`src/rtl/uart_pkg.sv`:
```
`default_nettype none
// ============================================================================
// Module   : uart_pkg
// Brief    : Shared arbiter state encoding and width helper for the UART TX path.
// Revision : 1.0 - initial release
// ============================================================================
package uart_pkg;

    typedef enum logic [0:0] {
        IDLE = 1'b0,
        SEND = 1'b1
    } arb_state_t;

    // Bits needed to encode n distinct values (0 for n <= 1).
    function automatic int clog2(input int n);
        int r;
        r = 0;
        for (int v = n - 1; v > 0; v = v >> 1) begin
            r++;
        end
        return r;
    endfunction

endpackage
`default_nettype wire

```
`src/rtl/rr_pick.sv`:
```
`default_nettype none
// ============================================================================
// Module   : rr_pick
// Brief    : Combinational round-robin picker, scanning from ptr+1 modulo NREQ.
// Revision : 1.0 - initial release
// ============================================================================
module rr_pick
    import uart_pkg::*;
#(
    parameter int NREQ = 3,
    parameter int IW   = (NREQ > 1) ? clog2(NREQ) : 1
) (
    input  logic [NREQ-1:0] req,
    input  logic [IW-1:0]   ptr,
    output logic [NREQ-1:0] pick_oh,
    output logic [IW-1:0]   pick_idx
);

    logic w_found;
    int   w_j;

    always_comb begin
        pick_oh  = '0;
        pick_idx = '0;
        w_found  = 1'b0;
        w_j      = 0;
        // ptr < NREQ and k <= NREQ, so a single subtraction wraps the index.
        for (int k = 1; k <= NREQ; k++) begin
            w_j = int'(ptr) + k;
            if (w_j >= NREQ) begin
                w_j = w_j - NREQ;
            end
            if (!w_found && req[w_j]) begin
                pick_oh[w_j] = 1'b1;
                pick_idx     = IW'(w_j);
                w_found      = 1'b1;
            end
        end
    end

endmodule
`default_nettype wire

```
`src/rtl/uart_tx_arbiter.sv`:
```
`default_nettype none
// ============================================================================
// Module   : uart_tx_arbiter
// Brief    : Round-robin arbiter sharing one UART TX FIFO write port among NREQ requesters.
// Revision : 1.0 - initial release
// ============================================================================
module uart_tx_arbiter
    import uart_pkg::*;
#(
    parameter int NREQ    = 3,
    parameter int DBIT    = 8,
    parameter int MAX_LEN = 16
) (
    input  logic                 clk,
    input  logic                 reset,
    input  logic [NREQ-1:0]      req,
    input  logic [NREQ*DBIT-1:0] din,
    input  logic [NREQ-1:0]      last,
    output logic [NREQ-1:0]      ack,
    output logic [NREQ-1:0]      gnt,
    input  logic                 tx_full,
    output logic                 wr_uart,
    output logic [DBIT-1:0]      w_data,
    output logic                 busy,
    output logic                 err
);

    localparam int c_IW = (NREQ > 1) ? clog2(NREQ) : 1;
    localparam int c_CW = clog2(MAX_LEN) + 1;
    localparam logic [c_IW-1:0] c_PTR_RST  = c_IW'(NREQ - 1);
    localparam logic [c_CW-1:0] c_CNT_LAST = c_CW'(MAX_LEN - 1);

    arb_state_t      r_state, w_state_nxt;
    logic [NREQ-1:0] r_gnt,   w_gnt_nxt;
    logic [c_IW-1:0] r_gidx,  w_gidx_nxt;
    logic [c_IW-1:0] r_ptr,   w_ptr_nxt;
    logic [c_CW-1:0] r_cnt,   w_cnt_nxt;

    logic [NREQ-1:0] w_pick_oh;
    logic [c_IW-1:0] w_pick_idx;
    logic [DBIT-1:0] w_din_g;
    logic            w_send, w_accept, w_abort, w_overrun, w_release;

    rr_pick #(
        .NREQ (NREQ),
        .IW   (c_IW)
    ) u_rr_pick (
        .req      (req),
        .ptr      (r_ptr),
        .pick_oh  (w_pick_oh),
        .pick_idx (w_pick_idx)
    );

    // Reset gates the combinational strobes so a reset edge aborts silently.
    assign w_send    = (r_state == SEND) && !reset;
    assign w_din_g   = din[int'(r_gidx)*DBIT +: DBIT];
    assign w_accept  = w_send && req[r_gidx] && !tx_full;
    assign w_abort   = w_send && !req[r_gidx];
    assign w_overrun = w_accept && !last[r_gidx] && (r_cnt == c_CNT_LAST);
    assign w_release = w_abort || (w_accept && (last[r_gidx] || w_overrun));

    always_comb begin
        w_state_nxt = r_state;
        w_gnt_nxt   = r_gnt;
        w_gidx_nxt  = r_gidx;
        w_ptr_nxt   = r_ptr;
        w_cnt_nxt   = r_cnt;
        wr_uart     = w_accept;
        ack         = w_accept ? r_gnt : '0;
        w_data      = w_send ? w_din_g : '0;
        err         = w_abort || w_overrun;
        gnt         = r_gnt;
        busy        = (r_state == SEND);

        case (r_state)
            IDLE: begin
                if (|req) begin
                    w_state_nxt = SEND;
                    w_gnt_nxt   = w_pick_oh;
                    w_gidx_nxt  = w_pick_idx;
                    w_cnt_nxt   = '0;
                end
            end
            SEND: begin
                if (w_accept) begin
                    w_cnt_nxt = r_cnt + c_CW'(1);
                end
                if (w_release) begin
                    w_state_nxt = IDLE;
                    w_gnt_nxt   = '0;
                    w_ptr_nxt   = r_gidx;
                end
            end
            default: begin
                w_state_nxt = IDLE;
                w_gnt_nxt   = '0;
            end
        endcase
    end

    always_ff @(posedge clk) begin
        if (reset) begin
            r_state <= IDLE;
            r_gnt   <= '0;
            r_gidx  <= '0;
            r_ptr   <= c_PTR_RST;
            r_cnt   <= '0;
        end else begin
            r_state <= w_state_nxt;
            r_gnt   <= w_gnt_nxt;
            r_gidx  <= w_gidx_nxt;
            r_ptr   <= w_ptr_nxt;
            r_cnt   <= w_cnt_nxt;
        end
    end

endmodule
`default_nettype wire

```
`config.mk`:
```
export PLATFORM = sky130hd
export DESIGN_NAME = uart_tx_arbiter
export DESIGN_NICKNAME = d
export VERILOG_FILES = /design/src/rtl/uart_pkg.sv /design/src/rtl/rr_pick.sv /design/src/rtl/uart_tx_arbiter.sv
export SDC_FILE = /design/constraint.sdc
export NUM_CORES = 1
export LEC_CHECK = 0
export CORE_MARGIN = 2
export CORE_UTILIZATION = 43
export DETAILED_ROUTE_END_ITERATION = 8
export PLACE_DENSITY = 0.79
export SYNTH_ARGS = -nofsm -noshare
export SYNTH_HDL_FRONTEND = slang
export SYNTH_SLANG_ARGS = --single-unit
```
`constraint.sdc`:
```
create_clock -name clk -period 2.74 [get_ports clk]
set_input_delay 0.685 -clock clk [delete_from_list [all_inputs] [get_ports clk]]
set_output_delay 0.685 -clock clk [all_outputs]
set_load 0.01 [all_outputs]
```
==> flow_summary.yaml <==
timing:
  slew_headroom: 0.694
  fmax_mhz: 393
  hold_violations: 0
  fin_crit_sh: 0.928
  rsz0062_at_grt: "no"
  fin_crit_ns: 2.54
  clock_skew_ns: 0.00289
  setup_viol: 0
  holdWs_ns: 0.510
  worst_pin_slew_ns: 0.457
  slew_viol_final: 0
clock_tree:
  path_clk_slew_ns: 0.07
  h-tree-depth: 1
  numCtsBuffers: 3
  cts_hold_buf: 0
  cts_sinks: 13
  cts_tree: "yes"
  insertion_delay_ns: 0.27
  clk_path_buf_depth: 2
  cts-root-buf: "clkbuf_4"
yosys:
  avgSynthCellArea_um2: 7.83
  yosysUniqueCellTypes: 48
  synthCells: 161
  synth-edff-count: 0
  synth_seq_cells: 13
  synth_nets: 202
  synth_ff_type: "dfxtp_1"
  yosysSeqAreaShare: 0.207
  synth_top_area_frac: 0.207
  ys_async_sr_fraction: 0
  synth_area_leaders: "dfxtp_1, mux2i_1, nor2_1"
  synth_area_leader_cell: "dfxtp_1"
  synth_area_um2: 1260
  synth_common_cells: "nor2_1, dfxtp_1, mux2i_1"
  yosys_warnings: 0
  yosysMostFrequentCell: "nor2_1"
layout:
  instances_no_fill: 250
  layout.nets: 261
  n_antenna_cell: 0
  syn_to_final_growth_pct: 49.2
  fin_util: 0.676
  drive_gt1_frac: 0.178
  fin_area_um2: 1880
detailed_routing:
  drc: 0
  num_vias: 1385
  avgRoutedWirePerCell_um: 14.0
  ant_nets: 0
  first_iter_violations: 41
  viasPerCell: 5.54
  first_pass_iters: 4
  drt-total-wl_um: 3500
worst_setup_path:
  cp_max_fo: 5
  worstSetupStartpointType: "primary input"
  cp-end-kind: "output pin"
  worstPathArrival_ns: 1.86
  crit_required_ns: 2.06
  setup.worst_path.class: "primary input to output pin"
placement:
  routabilityCongestion: 0.814
  dpl.cell_count: 243
  numPortBuffers: 49
  placed_cell_area_um2: 1820
  dpl.hpwl_um: 2760
die:
  die_area_um2: 3380
  rows: 19
  pin_count: 50
  start_util: 0.453
  die_h_um: 58.1
  die_width_um: 58.1
  core_um2: 2780
grt:
  grt_pass1_vias: 1310
  antenna_found_initial: 0
  grt-ovfl-total: 0
  globalRouteTotalUtil: 0.209
  grt_max_degree: 15
  grt_pass1_wl_um: 5560
power_and_ir_drop:
  peakVddDrop_uv: 350
  p_total_uw: 646
  cellPowerDensity_nw_per_um2: 344
  leakagePower_uw: 0.000834
worst_hold_path:
  hp-class: "flip-flop to flip-flop"
run:
  maxCapViolCount: 0
run_status:
  status: "finished, final reports clean"
[sequential cells by signal (all words and copies together) (netlist names)]
signal	cells
r_cnt	5
gnt	3
r_gidx	2
r_ptr	2
busy	1
[logic make-up after synthesis]
group / count (synthesis) / share of synthesized area
multiplexers: 16 / 0.131
AO/OA/AOI/OAI: 34 / 0.206
buffers and inverters: 22 / 0.0854
adder cells (fa/ha/maj): 8 / 0.0794
XOR/XNOR: 3 / 0.0209
AND/OR/NAND/NOR: 65 / 0.271
flip-flops: 13 / 0.207
[power breakdown]
group          internal, uW  switching [uW]  total, uW
clock                  56.4            61.4        118
combinational           164             151        315
sequential              201            11.6        212
[critical path: stages]
cell and delay [ns]:
clkdlybuf4s50_1 0.42, nand2b_4 0.17, nor3_4 0.20, buf_6 0.13, buf_4 0.12, buf_2 0.13
[routing by layer]
layer	part of all wire	GRT usage
met1	0.42	0.246
met2	0.49	0.390
met3	0.076	0.0335
met4	0.011	0.0565
met5	0	0
[through the flow]
step | TNS, ns | worst slack (ns)
2_1_floorplan | 0 | 0.432
3_3_place_gp | -1.98 | -0.300
3_5_place_dp | -2.34 | -0.323
4_1_cts | 0 | 0.0136
5_1_grt | 0 | 0.0924
6_report | 0 | 0.198
[what timing repair did]
item / 4_1_cts / 5_1_grt
gates resized for setup: 34 / 3
buffers inserted: 3 / 0
pin swaps: 1 / 1
setup endpoints to repair: 13 / 5
[layout make-up]
class / count / area [um^2]
multi-input cells: 126 / 921
inverters: 10 / 37.5
repair buffers: 66 / 596
well taps: 31 / 38.8
fillers: 248 / 902
flip-flops and latches: 13 / 260
clock buffers: 4 / 26.3
[cell usage in the layout, fill, tap and decap left out, types with 2 or more instances in the layout]
cell type and count:
a211oi_1 2, a21oi_1 10, a221oi_1 2, and2_1 3, buf_2 5, buf_4 14, buf_6 3, clkbuf_4 3
clkdlybuf4s50_1 34, dfxtp_1 13, dlygate4sd2_1 9, ha_1 8, inv_1 9, mux2_1 3, mux2i_1 11, nand2_1 7
nand3_1 5, nand3b_1 3, nor2_1 29, nor3_1 4, nor3_2 3, o21ai_0 4, o21ai_1 2, xnor2_1 2
[final timing paths]
path | endpoint | cells past startpoint | from | slack, ns
setup reg to reg | gnt[1] | 7 | r_ptr[1] | 0.36
setup / recovery | wr_uart | 6 | reset | 0.20
hold reg to reg | gnt[2] | 2 | gnt[2] | 0.51
hold / removal | gnt[2] | 2 | gnt[2] | 0.51
Note: power is estimated with default switching activity, not from simulation.
